[src/rtl/cost_pkg.sv]
// Shared definitions for the cost magnitude averager: FSM state encoding,
// default datapath width and the sq_done timeout counter width.
package cost_pkg;

    localparam int unsigned MAG_WIDTH_DEF = 13;
    localparam int unsigned TMO_W         = 8;

    typedef enum logic [2:0] {
        ST_IDLE     = 3'd0,
        ST_WAIT_SMP = 3'd1,
        ST_LOAD     = 3'd2,
        ST_RUN      = 3'd3,
        ST_DONE     = 3'd4
    } state_e;

endpackage

[src/rtl/mag_avg_acc.sv]
// Accumulator, sample counter and shift-divide for the magnitude averager.
// Optional peak tracker enabled by COST_PEAK_TRACK_EN.
module mag_avg_acc
    import cost_pkg::*;
#(
    parameter int unsigned MAG_WIDTH = MAG_WIDTH_DEF,
    parameter int unsigned LOG_AVG   = 2
) (
    input  logic                 CLK,
    input  logic                 RST_N,
    input  logic                 clr,
    input  logic                 add,
    input  logic [MAG_WIDTH-1:0] fout,
    output logic                 last,
    output logic [MAG_WIDTH-1:0] avg_next,
    output logic [MAG_WIDTH-1:0] peak
);

    localparam int unsigned AW = MAG_WIDTH + LOG_AVG;

    logic [AW-1:0]      acc_q, acc_d, acc_sum;
    logic [LOG_AVG-1:0] cnt_q, cnt_d;

    // avg_next already includes the sample being added, so the top can
    // register the mean on the same edge that consumes the last sq_done.
    assign acc_sum  = acc_q + AW'(fout);
    assign avg_next = acc_sum[AW-1:LOG_AVG];
    assign last     = add && (cnt_q == '1);

    always_comb begin
        acc_d = acc_q;
        cnt_d = cnt_q;
        if (clr) begin
            acc_d = '0;
            cnt_d = '0;
        end else if (add) begin
            acc_d = acc_sum;
            cnt_d = cnt_q + 1'b1;
        end
    end

    always_ff @(posedge CLK or negedge RST_N) begin
        if (!RST_N) begin
            acc_q <= '0;
            cnt_q <= '0;
        end else begin
            acc_q <= acc_d;
            cnt_q <= cnt_d;
        end
    end

`ifdef COST_PEAK_TRACK_EN
    logic [MAG_WIDTH-1:0] peak_q, peak_d;

    always_comb begin
        peak_d = peak_q;
        if (clr) begin
            peak_d = '0;
        end else if (add && (fout > peak_q)) begin
            peak_d = fout;
        end
    end

    always_ff @(posedge CLK or negedge RST_N) begin
        if (!RST_N) begin
            peak_q <= '0;
        end else begin
            peak_q <= peak_d;
        end
    end

    assign peak = peak_q;
`else
    assign peak = '0;
`endif

endmodule

[src/rtl/cost_mag_accum.sv]
// Sequences samples into the CORDIC magnitude stage and averages 2^LOG_AVG
// results into the SA cost value. Peak tracking optional via COST_PEAK_TRACK_EN.
module cost_mag_accum
    import cost_pkg::*;
#(
    parameter int unsigned MAG_WIDTH  = MAG_WIDTH_DEF,
    parameter int unsigned LOG_AVG    = 2,
    parameter int unsigned TMO_CYCLES = 255
) (
    input  logic                 CLK,
    input  logic                 RST_N,
    input  logic                 start,
    input  logic                 smp_valid,
    output logic                 smp_ready,
    input  logic [MAG_WIDTH-1:0] smp_x,
    input  logic [MAG_WIDTH-1:0] smp_y,
    output logic [MAG_WIDTH-1:0] sq_x,
    output logic [MAG_WIDTH-1:0] sq_y,
    output logic                 sq_enable,
    input  logic [MAG_WIDTH-1:0] sq_fout,
    input  logic                 sq_done,
    output logic [MAG_WIDTH-1:0] cost,
    output logic                 cost_valid,
    output logic                 busy,
    output logic                 err,
    output logic [MAG_WIDTH-1:0] peak
);

    state_e               state_q, state_d;
    logic                 smp_ready_q, smp_ready_d;
    logic [MAG_WIDTH-1:0] sq_x_q, sq_x_d;
    logic [MAG_WIDTH-1:0] sq_y_q, sq_y_d;
    logic                 sq_enable_q, sq_enable_d;
    logic [MAG_WIDTH-1:0] cost_q, cost_d;
    logic                 cost_valid_q, cost_valid_d;
    logic                 busy_q, busy_d;
    logic                 err_q, err_d;
    logic [TMO_W-1:0]     tmo_q, tmo_d;

    logic                 start_acc;
    logic                 add;
    logic                 last;
    logic [MAG_WIDTH-1:0] avg_next;

    assign start_acc = (state_q == ST_IDLE) && start;
    assign add       = (state_q == ST_RUN) && sq_done;

    mag_avg_acc #(
        .MAG_WIDTH (MAG_WIDTH),
        .LOG_AVG   (LOG_AVG)
    ) u_acc (
        .CLK      (CLK),
        .RST_N    (RST_N),
        .clr      (start_acc),
        .add      (add),
        .fout     (sq_fout),
        .last     (last),
        .avg_next (avg_next),
        .peak     (peak)
    );

    always_comb begin
        state_d      = state_q;
        sq_x_d       = sq_x_q;
        sq_y_d       = sq_y_q;
        cost_d       = cost_q;
        cost_valid_d = 1'b0;
        err_d        = err_q;
        tmo_d        = tmo_q;

        case (state_q)
            ST_IDLE: begin
                if (start) begin
                    state_d = ST_WAIT_SMP;
                    err_d   = 1'b0;
                end
            end
            ST_WAIT_SMP: begin
                if (smp_valid) begin
                    sq_x_d  = smp_x;
                    sq_y_d  = smp_y;
                    state_d = ST_LOAD;
                end
            end
            ST_LOAD: begin
                tmo_d   = '0;
                state_d = ST_RUN;
            end
            ST_RUN: begin
                if (sq_done) begin
                    if (last) begin
                        cost_d       = avg_next;
                        cost_valid_d = 1'b1;
                        state_d      = ST_DONE;
                    end else begin
                        state_d = ST_WAIT_SMP;
                    end
                end else if (tmo_q == TMO_W'(TMO_CYCLES - 1)) begin
                    // tmo_q counts completed RUN cycles; this is the last one allowed
                    err_d   = 1'b1;
                    state_d = ST_IDLE;
                end else begin
                    tmo_d = tmo_q + 1'b1;
                end
            end
            ST_DONE: begin
                state_d = ST_IDLE;
            end
            default: begin
                state_d = ST_IDLE;
            end
        endcase

        // Outputs are registered images of the next state.
        smp_ready_d = (state_d == ST_WAIT_SMP);
        sq_enable_d = (state_d != ST_LOAD);
        busy_d      = (state_d != ST_IDLE);
    end

    always_ff @(posedge CLK or negedge RST_N) begin
        if (!RST_N) begin
            state_q      <= ST_IDLE;
            smp_ready_q  <= 1'b0;
            sq_x_q       <= '0;
            sq_y_q       <= '0;
            sq_enable_q  <= 1'b1;
            cost_q       <= '0;
            cost_valid_q <= 1'b0;
            busy_q       <= 1'b0;
            err_q        <= 1'b0;
            tmo_q        <= '0;
        end else begin
            state_q      <= state_d;
            smp_ready_q  <= smp_ready_d;
            sq_x_q       <= sq_x_d;
            sq_y_q       <= sq_y_d;
            sq_enable_q  <= sq_enable_d;
            cost_q       <= cost_d;
            cost_valid_q <= cost_valid_d;
            busy_q       <= busy_d;
            err_q        <= err_d;
            tmo_q        <= tmo_d;
        end
    end

    assign smp_ready  = smp_ready_q;
    assign sq_x       = sq_x_q;
    assign sq_y       = sq_y_q;
    assign sq_enable  = sq_enable_q;
    assign cost       = cost_q;
    assign cost_valid = cost_valid_q;
    assign busy       = busy_q;
    assign err        = err_q;

endmodule

[config.mk]
export PLATFORM = sky130hd
export DESIGN_NAME = cost_mag_accum
export DESIGN_NICKNAME = d
export VERILOG_FILES = /design/src/rtl/cost_pkg.sv /design/src/rtl/mag_avg_acc.sv /design/src/rtl/cost_mag_accum.sv
export SDC_FILE = /design/constraint.sdc
export NUM_CORES = 1
export LEC_CHECK = 0
export ABC_AREA = 1
export CAP_MARGIN = 20
export CORE_ASPECT_RATIO = 1.1
export CORE_MARGIN = 1
export CORE_UTILIZATION = 26
export DETAILED_ROUTE_END_ITERATION = 8
export DONT_BUFFER_PORTS = 1
export PLACE_DENSITY_LB_ADDON = 0.1
export SYNTH_ARGS = -nofsm -noshare
export SYNTH_HDL_FRONTEND = slang
export SYNTH_SLANG_ARGS = --single-unit
[constraint.sdc]
create_clock -name CLK -period 5.1 [get_ports CLK]
set_input_delay 0.765 -clock CLK [delete_from_list [all_inputs] [get_ports CLK]]
set_output_delay 0.765 -clock CLK [all_outputs]
set_load 0.05 [all_outputs]
After elaboration in Yosys (flattened, before gate mapping)
Index checks and enable logic that the tools add are counted.
W data, S select, Z words.
- muxes and demuxes: 20
- add/subtract/negate cells: 3
- reduce and logical (&&, ||, !) cells: 12
- equality and inequality tests: 11
- operators by type and width (kind ; number):
    $mux W15 ; 2
    $mux W8 ; 2
    $pmux W8 S2 ; 1
    $add A15 B13 Y15 ; 1
    $mux W3 ; 5
    $pmux W3 S4 ; 1
    $add A8 B1 Y8 const B ; 1
    $eq A8 B8 Y1 const B ; 1
    $eq A3 B1 Y1 const B ; 2
    $eq A3 B2 Y1 const B ; 2
    $mux W1 ; 6
    $ne A2 B2 Y1 const B ; 3
    $reduce_and A3 Y1 ; 2
    $reduce_bool A2 Y1 ; 3
    $mux W2 ; 2
    $reduce_and A4 Y1 ; 1
    $logic_and A1 B1 Y1 ; 3
    $logic_not A3 Y1 ; 1
    $ne A3 B2 Y1 const B ; 1
    $reduce_bool A3 Y1 ; 1
    $add A2 B1 Y2 const B ; 1
    $eq A2 B2 Y1 const B ; 1
    $ne A2 B1 Y1 const B ; 1
    $pmux W1 S2 ; 1
    $reduce_and A2 Y1 ; 1
- input bits: 44
- output and inout port bits: 57
- register bits after elaboration: 72
- logic and storage cells: 58

Depth between registers and ports, before layout
- depth after elaboration: 7
- gate-level depth with buffers: 11
- gate-level depth less buffers: 11

Hierarchy
A second synthesis with hierarchy kept.
- cells, all modules: 459
- area, all modules: 4061.4 um2
- modules (own cells, without submodules) (module ; area each (um2) ; cells each ; sequential area each (um2) ; times used):
    cost_mag_accum ; 2401.1 ; 214 ; 1377.6 ; 1
    mag_avg_acc ; 1660.3 ; 245 ; 425.4 ; 1

Worst setup path before layout
OpenSTA, ideal clock, no wires.
- path type: input to register
- from: input sq_fout[0]
- to: register cost_q[6] (netlist: cost[6])
- arrival time: 1950 ps
- library setup time: 127 ps
- stages: 8
- path slack: 3023 ps
- cells stage by stage: ha_1 -> fa_1 -> nand3_1 -> nand3_1 -> nand2_1 -> nand2_1 -> xnor2_1 -> o21ai_0
- word-level cells in the longest chain between the ends: 1
- RTL lines (item ; line ; text):
    start, declared ; cost_mag_accum.sv:20 ; input logic [MAG_WIDTH-1:0] sq_fout,
    $add A15 B13 Y15 ; mag_avg_acc.sv:26 ; assign acc_sum = acc_q + AW'(fout);
    end signal, assigned ; cost_mag_accum.sv:138 ; cost_q <= cost_d;
    end, declared ; cost_mag_accum.sv:34 ; logic [MAG_WIDTH-1:0] cost_q, cost_d;
No other way between the ends.
A chain may end at the register's enable or synchronous reset.

Final worst setup path
- from: register state_q[2]
- to: register busy_q (netlist: busy)
- word-level cells in the longest chain between the ends: 7
- RTL lines (item ; line ; text):
    start, declared ; cost_mag_accum.sv:29 ; state_e state_q, state_d;
    start signal, assigned ; cost_mag_accum.sv:133 ; state_q <= state_d;
    $eq A3 B2 Y1 ; cost_mag_accum.sv:46, cost_mag_accum.sv:71 ;
    $logic_and A1 B1 Y1 ; cost_mag_accum.sv:46 ; assign add = (state_q == ST_RUN) && sq_done;
    $logic_and A1 B1 Y1 ; mag_avg_acc.sv:28 ; assign last = add && (cnt_q == '1);
    $mux W3 ; cost_mag_accum.sv:91 ; if (last) begin
    $mux W3 ; cost_mag_accum.sv:90 ; if (sq_done) begin
    $pmux W3 S4 * ; cost_mag_accum.sv:71 ; case (state_q)
    named net state_d[0] ; cost_mag_accum.sv:29 ;
    $reduce_bool A3 Y1 * ; cost_mag_accum.sv:117 ; busy_d = (state_d != ST_IDLE);
    named net busy_d ; cost_mag_accum.sv:36 ; logic busy_q, busy_d;
    end signal, assigned ; cost_mag_accum.sv:140 ; busy_q <= busy_d;
    end, declared ; cost_mag_accum.sv:36 ;
The timed path passes the listed nets; every way through them passes the cells marked *.

==> impl_metrics.toml <==
[final_layout]
drive_gt1_frac = 0.121
multi_input_area_um2 = 1740
nets = 502
seq_area_um2 = 1800
final_util = 0.296
diodes = 0
fillCellCount = 1573
area_delta_synth_final_pct = 11.4

[sta]
fin_crit_ns = 2.05
slew_violations = 0
max_slew.worst_pin.slew_ns = 0.696
fin_tns_setup_ns = 0
hold-worst-slack_ns = 0.111
clock_skew_ns = 0.00712
min_period_over_period = 0.402
finalHoldViolations = 0
finalSetupViolCount = 0
relSlewSlack = 0.536
rsz0062_at_grt = "false"
clock.fmax_mhz = 488

[die]
die_area_um2 = 15200
die_x_um = 118
coreArea_um2 = 14400
io_pins = 101
die_h_um = 129
start_util = 0.266
rows = 46

[routing]
wl_per_cell_um = 14.3
vias = 2788
ant_nets = 0
drc = 0
vias_per_cell = 4.37
routed_wl_um = 9130
first_iter_violations = 116
dr.pass1.iters = 4

[power_and_ir_drop]
powerDensity_nw_per_um2 = 691
power_leakage_nw = 2.20
ir_drop_uv = 313

[grt]
antenna_found_initial = 0
grt_pass1_wl_um = 14700
grt_start_max_net_pins = 73
grt_overflow_total = 0
grt.total_usage = 0.128
grt_pass1_vias = 2740

[clock_network]
cts_tree = "built"
holdBufCountCts = 0
cts_made_buffers = 9
postCtsSetupRepairBufs = 0
clock_sinks = 72
cts_resized = 0
cts_buffer_depth = 2
clkLatencyLatePin_ns = 0.34
clockRootBuffer = "clkbuf_16"
cts_max_level = 3
path_clk_slew_ns = 0.06

[yosys]
yosys_warnings = 0
ys_top_cells_by_area = "dfrtp_1 46%, nand2_1 14%, mux2_2 7.7%"
synth.distinct_cells = 30
synth_flop_cell = "dfrtp_1"
synth_area_leader_cell = "dfrtp_1"
syn-instance-count = 438
async_reset_ff_frac = 1.00
ys_seq_elements = 72
seq_area_frac_synth = 0.472
synthMostInstantiatedCell = "nand2_1"
synth_edf_count = 0
syn_avg_cell_area_um2 = 8.72
syn-cell-area_um2 = 3820
synth.top_cell.area_share = 0.465
synth_common_cells = "145 x nand2_1, 71 x dfrtp_1, 46 x inv_1"

[setup_path]
worst_path_max_delay_cell = "dfrtp_1"
slowest_delay_ns = 0.37
cp_common_cell = "nand2_1"
critPathKind = "reg -> reg"
path_cells = "inv_1, nand2_1, nor2_8, nand2_4, nor2_4, inv_2, nand3_2, nand2_1, nor2_1, nand2_1"
critPathMaxFanout = 17
cp-end-kind = "register"
worst-endpoint-required_ns = 5.32
worst_ep_arrival_time_ns = 2.27
start_kind = "register"

[status]
status = "finished clean"

[place]
hpwl_um = 6580
portBuffers = 0
place_congestion = 0.800

[worst_hold_path]
worstHoldPathType = "in -> async"

[job]
maxCapViolCount = 0
-- flip-flops by register name, summed over array words and instances, names as in the netlist --
name and flops:
tmo_q 8, cost 13, sq_x 13, sq_enable 1, smp_ready 1, cost_valid 1, busy 1, u_acc.acc_q 15
state_q 3, u_acc.cnt_q 2, err 1, sq_y 13
-- per-stage QoR --
stage	cells	power [mW]	area (um2)	setup slack [ns]
after detailed placement	622	2.35	3970	2.83
final	638	2.94	4260	3.05
after global placement	622	2.34	3970	2.89
after global routing	638	3.15	4260	2.80
after floorplan	450	2.16	3870	3.02
after CTS	638	2.99	4260	2.98
-- path summary, 6_finish.rpt --
path | start | end | slack [ns] | cells after the start
setup / recovery | state_q[2]$_DFF_PN0_ | busy$_DFF_PN0_ | 3.05 | 10
hold / removal | RST_N | u_acc.acc_q[12]$_DFFE_PN0P_ | 0.11 | 0
setup reg to reg | state_q[2]$_DFF_PN0_ | busy$_DFF_PN0_ | 3.05 | 10
hold reg to reg | u_acc.acc_q[9]$_DFFE_PN0P_ | u_acc.acc_q[9]$_DFFE_PN0P_ | 0.48 | 2
max in group asynchronous | RST_N | sq_enable$_DFF_PN1_ | 4.77 | 0
min in group CLK | u_acc.acc_q[9]$_DFFE_PN0P_ | u_acc.acc_q[9]$_DFFE_PN0P_ | 0.48 | 2
-- cell families after synthesis --
family | synth area share
muxes | 0.0766
other | 0.000981
adders and majority gates | 0.0576
AOI/OAI and AO/OA | 0.0445
and+or+nand+nor | 0.240
xor gates and xnor gates | 0.0229
DFF | 0.472
buffers and inverters | 0.0855
-- power breakdown --
part | internal, mW | switching, mW | leakage [nW]
registers | 0.786 | 0.704 | 0.912
logic | 0.335 | 0.493 | 1.16
clock network | 0.340 | 0.282 | 0.136
-- final cells by class --
class                      count  share of cell area
clock buffer                   9              0.0529
clock inverter                 7              0.0150
inverter                      50              0.0441
tap                          192              0.0564
multi-input combinational    308               0.408
sequential                    72               0.424
-- cell usage in the layout (no fill, tap or decap), types with 4 or more instances in the layout --
cell | Yosys | final
nand3_1 | 33 | 33
ha_1 | 16 | 16
o21ai_0 | 6 | 6
nand2_1 | 145 | 145
nand3b_1 | 4 | 4
o21ai_1 | 6 | 6
dfrtp_1 | 71 | 71
a22o_1 | 6 | 6
nor2_1 | 18 | 18
clkbuf_16 | 0 | 9
nand4_1 | 4 | 4
a21oi_1 | 10 | 10
xor2_1 | 8 | 8
conb_1 | 1 | 13
inv_1 | 46 | 46
mux2_2 | 26 | 26
inv_2 | 4 | 4
-- layer usage --
| metal | GRT usage | vias up | part of all wire |
|---|---|---|---|
| met1 | 0.162 | 1322 | 0.46 |
| met2 | 0.196 | 76 | 0.46 |
| li1 | - | 1382 | - |
| met3 | 0.0493 | 8 | 0.065 |
| met5 | 0 | - | 0 |
| met4 | 0.0520 | 0 | 0.013 |
-- critical path: cells and delay by family, from the launching register on --
kind,cells,cell delay [ns]
simple gates,8,1.21
flops,1,0.37
buf+inv,2,0.33
Note: power is estimated with default switching activity, not from simulation.
